$ cat src/rtl/exe_lsu_stage.sv
// EXE-stage load/store slice: forms vaddr, issues the data_sram request, hands the op to MEM.
// Latency: one stage register; the op goes to MEM in the same cycle its address is accepted.
// Backpressure: holds the op while the request waits for addr_ok or MEM refuses it.
//
// Ports:
//   clk, reset (synchronous, active-high)
//   ID_*            op from ID, loaded when EXE_allowin & ID_to_EXE_valid
//   EXE_*           registered op plus vaddr/exception info towards MEM
//   data_sram_*     SRAM-like request channel (req/addr_ok) and response strobe (data_ok)
//   data_ok_discard marks a data_ok belonging to an op killed by exec_flush
//   exec_flush      exception/ertn flush from WB
// Optional feature: define EXE_ALE_CHECK_EN to trap misaligned half/word accesses
// in this stage instead of issuing them.
module exe_lsu_stage #(
    parameter int OUTS_W = 2
) (
    input  logic        clk,
    input  logic        reset,
    input  logic        ID_to_EXE_valid,
    output logic        EXE_allowin,
    input  logic        ID_ld_en,
    input  logic        ID_st_en,
    input  logic        ID_op_b,
    input  logic        ID_op_h,
    input  logic        ID_op_unsigned_ld,
    input  logic [31:0] ID_base,
    input  logic [31:0] ID_offset,
    input  logic [31:0] ID_st_data,
    input  logic [31:0] ID_pc,
    input  logic [4:0]  ID_dest,
    input  logic        ID_gr_we,
    input  logic        MEM_allowin,
    output logic        EXE_to_MEM_valid,
    output logic [31:0] EXE_mem_pc,
    output logic [31:0] EXE_alu_result,
    output logic [4:0]  EXE_dest,
    output logic        EXE_gr_we,
    output logic        EXE_res_from_mem,
    output logic        EXE_mem_we,
    output logic        EXE_op_b,
    output logic        EXE_op_h,
    output logic        EXE_op_unsigned_ld,
    output logic [1:0]  EXE_vaddr_lo,
    output logic        EXE_ex_ale,
    output logic        data_sram_req,
    output logic        data_sram_wr,
    output logic [1:0]  data_sram_size,
    output logic [3:0]  data_sram_wstrb,
    output logic [31:0] data_sram_addr,
    output logic [31:0] data_sram_wdata,
    input  logic        data_sram_addr_ok,
    input  logic        data_sram_data_ok,
    output logic        data_ok_discard,
    input  logic        exec_flush
);

    localparam logic [OUTS_W-1:0] L_ONE = {{(OUTS_W-1){1'b0}}, 1'b1};

    logic              r_valid;
    logic              r_ld_en;
    logic              r_st_en;
    logic              r_op_b;
    logic              r_op_h;
    logic              r_op_unsigned_ld;
    logic [31:0]       r_base;
    logic [31:0]       r_offset;
    logic [31:0]       r_st_data;
    logic [31:0]       r_pc;
    logic [4:0]        r_dest;
    logic              r_gr_we;
    logic              r_req_sent;
    logic [OUTS_W-1:0] r_outs_cnt;
    logic [OUTS_W-1:0] r_discard_cnt;

    logic [31:0]       w_vaddr;
    logic              w_mem_op;
    logic              w_op_w;
    logic              w_ex_ale;
    logic              w_hs;
    logic              w_ready_go;
    logic              w_advance;
    logic              w_discard_zero;
    logic [OUTS_W-1:0] w_hs_inc;
    logic [OUTS_W-1:0] w_dok_dec;

    assign w_vaddr        = r_base + r_offset;
    assign w_mem_op       = r_ld_en | r_st_en;
    assign w_op_w         = ~r_op_b & ~r_op_h;
    assign w_discard_zero = (r_discard_cnt == '0);

`ifdef EXE_ALE_CHECK_EN
    assign w_ex_ale = r_valid & w_mem_op &
                      ((r_op_h & w_vaddr[0]) | (w_op_w & (w_vaddr[1:0] != 2'b00)));
`else
    assign w_ex_ale = 1'b0;
`endif

    // Request is only raised when no stale responses are still owed to flushed ops,
    // so every data_ok seen with discard_cnt==0 belongs to a live op.
    assign data_sram_req = r_valid & w_mem_op & ~w_ex_ale & ~r_req_sent & ~exec_flush
                         & w_discard_zero;
    assign w_hs          = data_sram_req & data_sram_addr_ok;

    assign w_ready_go       = ~w_mem_op | w_ex_ale | r_req_sent | w_hs;
    assign EXE_allowin      = ~r_valid | (w_ready_go & MEM_allowin);
    assign EXE_to_MEM_valid = r_valid & w_ready_go & ~exec_flush;
    assign w_advance        = r_valid & w_ready_go & MEM_allowin;

    assign data_ok_discard  = data_sram_data_ok & ~w_discard_zero;

    assign w_hs_inc  = w_hs ? L_ONE : '0;
    assign w_dok_dec = data_sram_data_ok ? L_ONE : '0;

    // Request payload depends only on the stage register, so it stays stable
    // while the stage stalls waiting for addr_ok.
    always_comb begin
        data_sram_size  = 2'd2;
        data_sram_wstrb = 4'b0000;
        data_sram_wdata = r_st_data;
        if (r_op_b) begin
            data_sram_size  = 2'd0;
            data_sram_wdata = {4{r_st_data[7:0]}};
            if (r_st_en) data_sram_wstrb = 4'b0001 << w_vaddr[1:0];
        end else if (r_op_h) begin
            data_sram_size  = 2'd1;
            data_sram_wdata = {2{r_st_data[15:0]}};
            if (r_st_en) data_sram_wstrb = w_vaddr[1] ? 4'b1100 : 4'b0011;
        end else if (w_op_w) begin
            if (r_st_en) data_sram_wstrb = 4'b1111;
        end
    end

    assign data_sram_wr   = r_st_en;
    assign data_sram_addr = w_vaddr;

    assign EXE_mem_pc         = r_pc;
    assign EXE_alu_result     = w_mem_op ? w_vaddr : r_base;
    assign EXE_dest           = r_dest;
    assign EXE_gr_we          = r_gr_we;
    assign EXE_res_from_mem   = r_ld_en;
    assign EXE_mem_we         = r_st_en;
    assign EXE_op_b           = r_op_b;
    assign EXE_op_h           = r_op_h;
    assign EXE_op_unsigned_ld = r_op_unsigned_ld;
    assign EXE_vaddr_lo       = w_vaddr[1:0];
    assign EXE_ex_ale         = w_ex_ale;

    // Stage register; flush wins over a simultaneous load from ID.
    always_ff @(posedge clk) begin
        if (reset) begin
            r_valid          <= 1'b0;
            r_ld_en          <= 1'b0;
            r_st_en          <= 1'b0;
            r_op_b           <= 1'b0;
            r_op_h           <= 1'b0;
            r_op_unsigned_ld <= 1'b0;
            r_base           <= '0;
            r_offset         <= '0;
            r_st_data        <= '0;
            r_pc             <= '0;
            r_dest           <= '0;
            r_gr_we          <= 1'b0;
        end else begin
            if (exec_flush)       r_valid <= 1'b0;
            else if (EXE_allowin) r_valid <= ID_to_EXE_valid;
            if (EXE_allowin && ID_to_EXE_valid && !exec_flush) begin
                r_ld_en          <= ID_ld_en;
                r_st_en          <= ID_st_en;
                r_op_b           <= ID_op_b;
                r_op_h           <= ID_op_h;
                r_op_unsigned_ld <= ID_op_unsigned_ld;
                r_base           <= ID_base;
                r_offset         <= ID_offset;
                r_st_data        <= ID_st_data;
                r_pc             <= ID_pc;
                r_dest           <= ID_dest;
                r_gr_we          <= ID_gr_we;
            end
        end
    end

    // Remembers an accepted address while MEM is stalled so it is not re-issued.
    always_ff @(posedge clk) begin
        if (reset || exec_flush) r_req_sent <= 1'b0;
        else if (w_advance)      r_req_sent <= 1'b0;
        else if (w_hs)           r_req_sent <= 1'b1;
    end

    always_ff @(posedge clk) begin
        if (reset) r_outs_cnt <= '0;
        else       r_outs_cnt <= r_outs_cnt + w_hs_inc - w_dok_dec;
    end

    // On flush, every response still owed (minus one arriving now) is stale.
    always_ff @(posedge clk) begin
        if (reset)                                   r_discard_cnt <= '0;
        else if (exec_flush)                         r_discard_cnt <= r_outs_cnt + w_hs_inc - w_dok_dec;
        else if (data_sram_data_ok && !w_discard_zero) r_discard_cnt <= r_discard_cnt - L_ONE;
    end

endmodule

$ cat config.mk
export PLATFORM = sky130hd
export DESIGN_NAME = exe_lsu_stage
export DESIGN_NICKNAME = d
export VERILOG_FILES = /design/src/rtl/exe_lsu_stage.sv
export SDC_FILE = /design/constraint.sdc
export NUM_CORES = 1
export LEC_CHECK = 0
export ABC_AREA = 1
export BUFFER_PORTS_ARGS = -buffer_cell sky130_fd_sc_hd__buf_2
export CAP_MARGIN = 5
export CORE_UTILIZATION = 46
export DETAILED_ROUTE_END_ITERATION = 6
export PLACE_DENSITY = 0.77
export SYNTH_ARGS = -nofsm -noshare
export SYNTH_HDL_FRONTEND = slang
export SYNTH_SLANG_ARGS = --single-unit
export TNS_END_PERCENT = 1
$ cat constraint.sdc
create_clock -name clk -period 1.9 [get_ports clk]
set_input_delay 0.19 -clock clk [delete_from_list [all_inputs] [get_ports clk]]
set_output_delay 0.19 -clock clk [all_outputs]
set_load 0.01 [all_outputs]
==> summary.md <==
| Metric | Value |
|---|---|
| Maximum Capacitance Violations | `0` |
| Register bit total from synthesis | `about 150` |
| Synth cell count leaders | `nand2_1 (320), nor2_1 (301), o21ai_0 (151), dfxtp_1 (145), inv_1 (143)` |
| Post-synthesis async set-or-reset flop share | `0` |
| Total CTS buffers | `17` |
| H-tree depth | `4` |
| Layout cells sized above 1 | `0.3431` |
| Clk root buf | `clkbuf_16` |
| CTS Buffer Depth | `2` |
| WS Path Type | `reg2out` |
| Total die area | `between 15000 and 20000 um2` |
| Drt via density | `slightly below 5` |
| Post-synthesis cell type count | `35` |
| Worst-path clk slew | `around 70 ps` |
| Buffers on Ports | `between 200 and 300` |
| Num ports | `~300` |
| Final setup viols | `between 60 and 70` |
| Crit path DAT | `about 2300 ps` |
| Crit share post-route | `1.323` |
| Nets | `1845` |
| Minimum clock period | `2513 ps` |
| Syn Std Cell Area | `between 8000 and 9000 um2` |
| Hold Crit Start | `ID_st_data[20]` |
| Die Y | `roughly 140 um` |
| RR Startpoint | `r_discard_cnt[1]` |
| Initial DRT Pass Iterations | `7` |
| Average instance area after synthesis | `6.354 um2` |
| Clk_skew | `between 10 and 15 ps` |
| Area Overhead vs Synth | `42.70%` |
| Later-pin clock latency in the skew report | `420 ps` |
| Routability Congestion | `approximately 1` |
| TritonCTS clock tree | `done` |
| Rows | `48` |
| Initial antenna violation count | `6` |
| Hold EP | `r_st_data[20]` |
| Hpwl dp | `19440 um` |
| Crit. End Element | `output port` |
| R2R Path End | `r_discard_cnt[1]` |
| CTS Sinks | `145` |
| Syn Inst Count | `roughly 1.3k` |
| Max VDD drop | `approximately 0.61 mV` |
| Violated checks | `negative setup slack` |
| Wire length of the first global-routing pass | `around 40000 um` |
| Outcome | `complete, but fails checks` |
| Crit path required time | `about 1700 ps` |
| RSZ-0062 raised after global routing | `true` |
| Crit path max fanout | `3` |
| Peak Freq | `slightly below 400 MHz` |
| YS warnings | `0` |
| Die width | `~140 um` |
| Worst setup margin | `-613.1 ps` |
| Starting density of the core | `0.4752` |
| DRC | `0` |
| Routed length per instance | `13.98 um` |
| FF-to-FF setup slack | `-70 ps` |
| Routed Antenna Nets | `0` |
| GR Overflow Total | `0` |
| Reg2reg path depth | `12` |
| Power, Total | `9.271 mW` |
| Final Hold Viols | `0` |
| Vias in the first global route | `~8.7k` |
| Drt total wl | `roughly 27000 um` |
| Top post-synthesis cells by area | `dfxtp_1 (35%), nand2_1 (14%), nor2_1 (14%)` |
| Sequential area share after synthesis | `0.3496` |
| Most common cell in the netlist | `nand2_1` |
| Max-slew violation count | `0` |
| Via Count | `around 9.4k` |
| Static leakage | `about 6.4 nW` |
| EDFF count, synth | `0` |
| Setup TNS | `-27470 ps` |
| Dominant synthesized flop cell | `dfxtp_1` |
| Synth top area share | `0.3496` |
| HP Class | `in2reg` |
| Synth area leader | `dfxtp_1` |
| DRT iter0 DRCs | `about 410` |
| Synth Net Count | `1488` |
| Hold Path Depth | `3` |
| Pwr dens | `just under 800 nW/um2` |
| Pin count of the biggest net entering global routing | `between 90 and 100` |
| All-Layer GR Usage | `0.2790` |
| Core Footprint | `approximately 17000 um2` |
| Worst Setup Start Kind | `flop` |
## flip-flops by register name (all words and copies together), names as in the netlist
signal and count:
r_valid 1, EXE_op_h 1, r_st_data 32, r_req_sent 1, EXE_op_unsigned_ld 1, EXE_res_from_mem 1, EXE_mem_pc 32, EXE_dest 5
r_outs_cnt 2, r_base 32, r_offset 32, EXE_mem_we 1, r_discard_cnt 2, EXE_op_b 1, EXE_gr_we 1
## power breakdown
group          internal (mW)  switching (mW)
clock                   1.99            1.43
sequential              3.27           0.159
combinational           1.11            1.31
total                   6.37            2.90
## through the flow
| stage | setup slack (ps) | std cells | instance area [um2] | hold slack (ps) | utilization |
|---|---|---|---|---|---|
| floorplan | -79.67 | 1307 | 8327 | 261.3 | - |
| global placement | -341.1 | 1865 | 10600 | 409.6 | 0.6065 |
| detailed placement | -361.0 | 1865 | 10600 | 414.8 | 0.6065 |
| CTS | -597.3 | 1900 | 11530 | 5.497 | 0.6597 |
| global route | -701.3 | 1905 | 11850 | 15.60 | 0.6781 |
| finish | -613.1 | 1905 | 11850 | 0.5037 | 0.6781 |
## cell usage in the layout, fill, tap and decap left out, types with 11 or more instances in the layout
cell | netlist | final
dfxtp_1 | 145 | 129
buf_4 | 12 | 97
clkbuf_16 | 0 | 17
ha_1 | 34 | 14
mux2_2 | 16 | 16
nand2_1 | 320 | 287
o21ai_0 | 151 | 140
nand2_2 | 1 | 31
dfxtp_2 | 0 | 15
inv_1 | 143 | 139
nor2_1 | 301 | 293
ha_4 | 0 | 18
buf_2 | 12 | 294
xor2_2 | 0 | 11
nand3_1 | 34 | 26
a21oi_1 | 34 | 27
and2_1 | 16 | 13
## cell type report
cell class              count  area (um2)
clock inverters            13       152.6
fillers                  1511        5627
well taps                 225       281.5
clock buffers              18       439.2
inverters                 145       558.0
multi-input cells         952        5082
diodes                      4       10.01
repair buffers            403        2401
flip-flops and latches    145        2925
## worst max-delay path, cell delays in order, from the launching register on
cell      delay [ps]
dfxtp_2          350
ha_4             140
inv_2             30
fa_2             350
inv_2             80
nand3_2           80
nand2_4           90
nand3_2           60
nand3b_1         190
buf_4            160
xor2_2           140
nand2_1           70
nand2_1           50
buf_2            120
## layer usage
| metal | vias up | part of all wire | wire length [um] | track usage |
|---|---|---|---|---|
| met4 | 4 | 0.031 | 829 | 0.1235 |
| li1 | 4769 | - | - | - |
| met1 | 4237 | 0.41 | 10890 | 0.3232 |
| met2 | 352 | 0.49 | 13040 | 0.4851 |
| met5 | - | 0.00075 | 20 | 0 |
| met3 | 66 | 0.069 | 1845 | 0.06674 |
## cells by family after synthesis
kind of cell / synth area share
AO/OA/AOI/OAI: 0.1220
XOR/XNOR: 0.01899
adder cells (fa/ha/maj): 0.05364
buffers and inverters: 0.1071
flip-flops: 0.3496
multiplexers: 0.02170
other: 0.0004516
AND/OR/NAND/NOR: 0.3265
## how the worst max path moves through the flow
stage	slack, ps	startpoint	end
2_1_floorplan	-80	r_base[0]	EXE_alu_result[16]
3_3_place_gp	-340	r_base[0]	EXE_alu_result[28]
3_5_place_dp	-360	r_offset[0]	EXE_alu_result[28]
4_1_cts	-600	r_offset[0]	EXE_alu_result[12]
5_1_grt	-700	r_offset[0]	data_sram_addr[20]
6_report	-610	r_offset[0]	EXE_alu_result[12]
## timing repair
item                                   in CTS  in global routing
resized for setup                          64                 79
buffers inserted                            2                  1
endpoints found under the hold margin       4                  0
setup endpoints to repair                 104                196
hold buffers                                2                  0
pin swaps                                  15                 42
(Power assumes the default switching activity.)
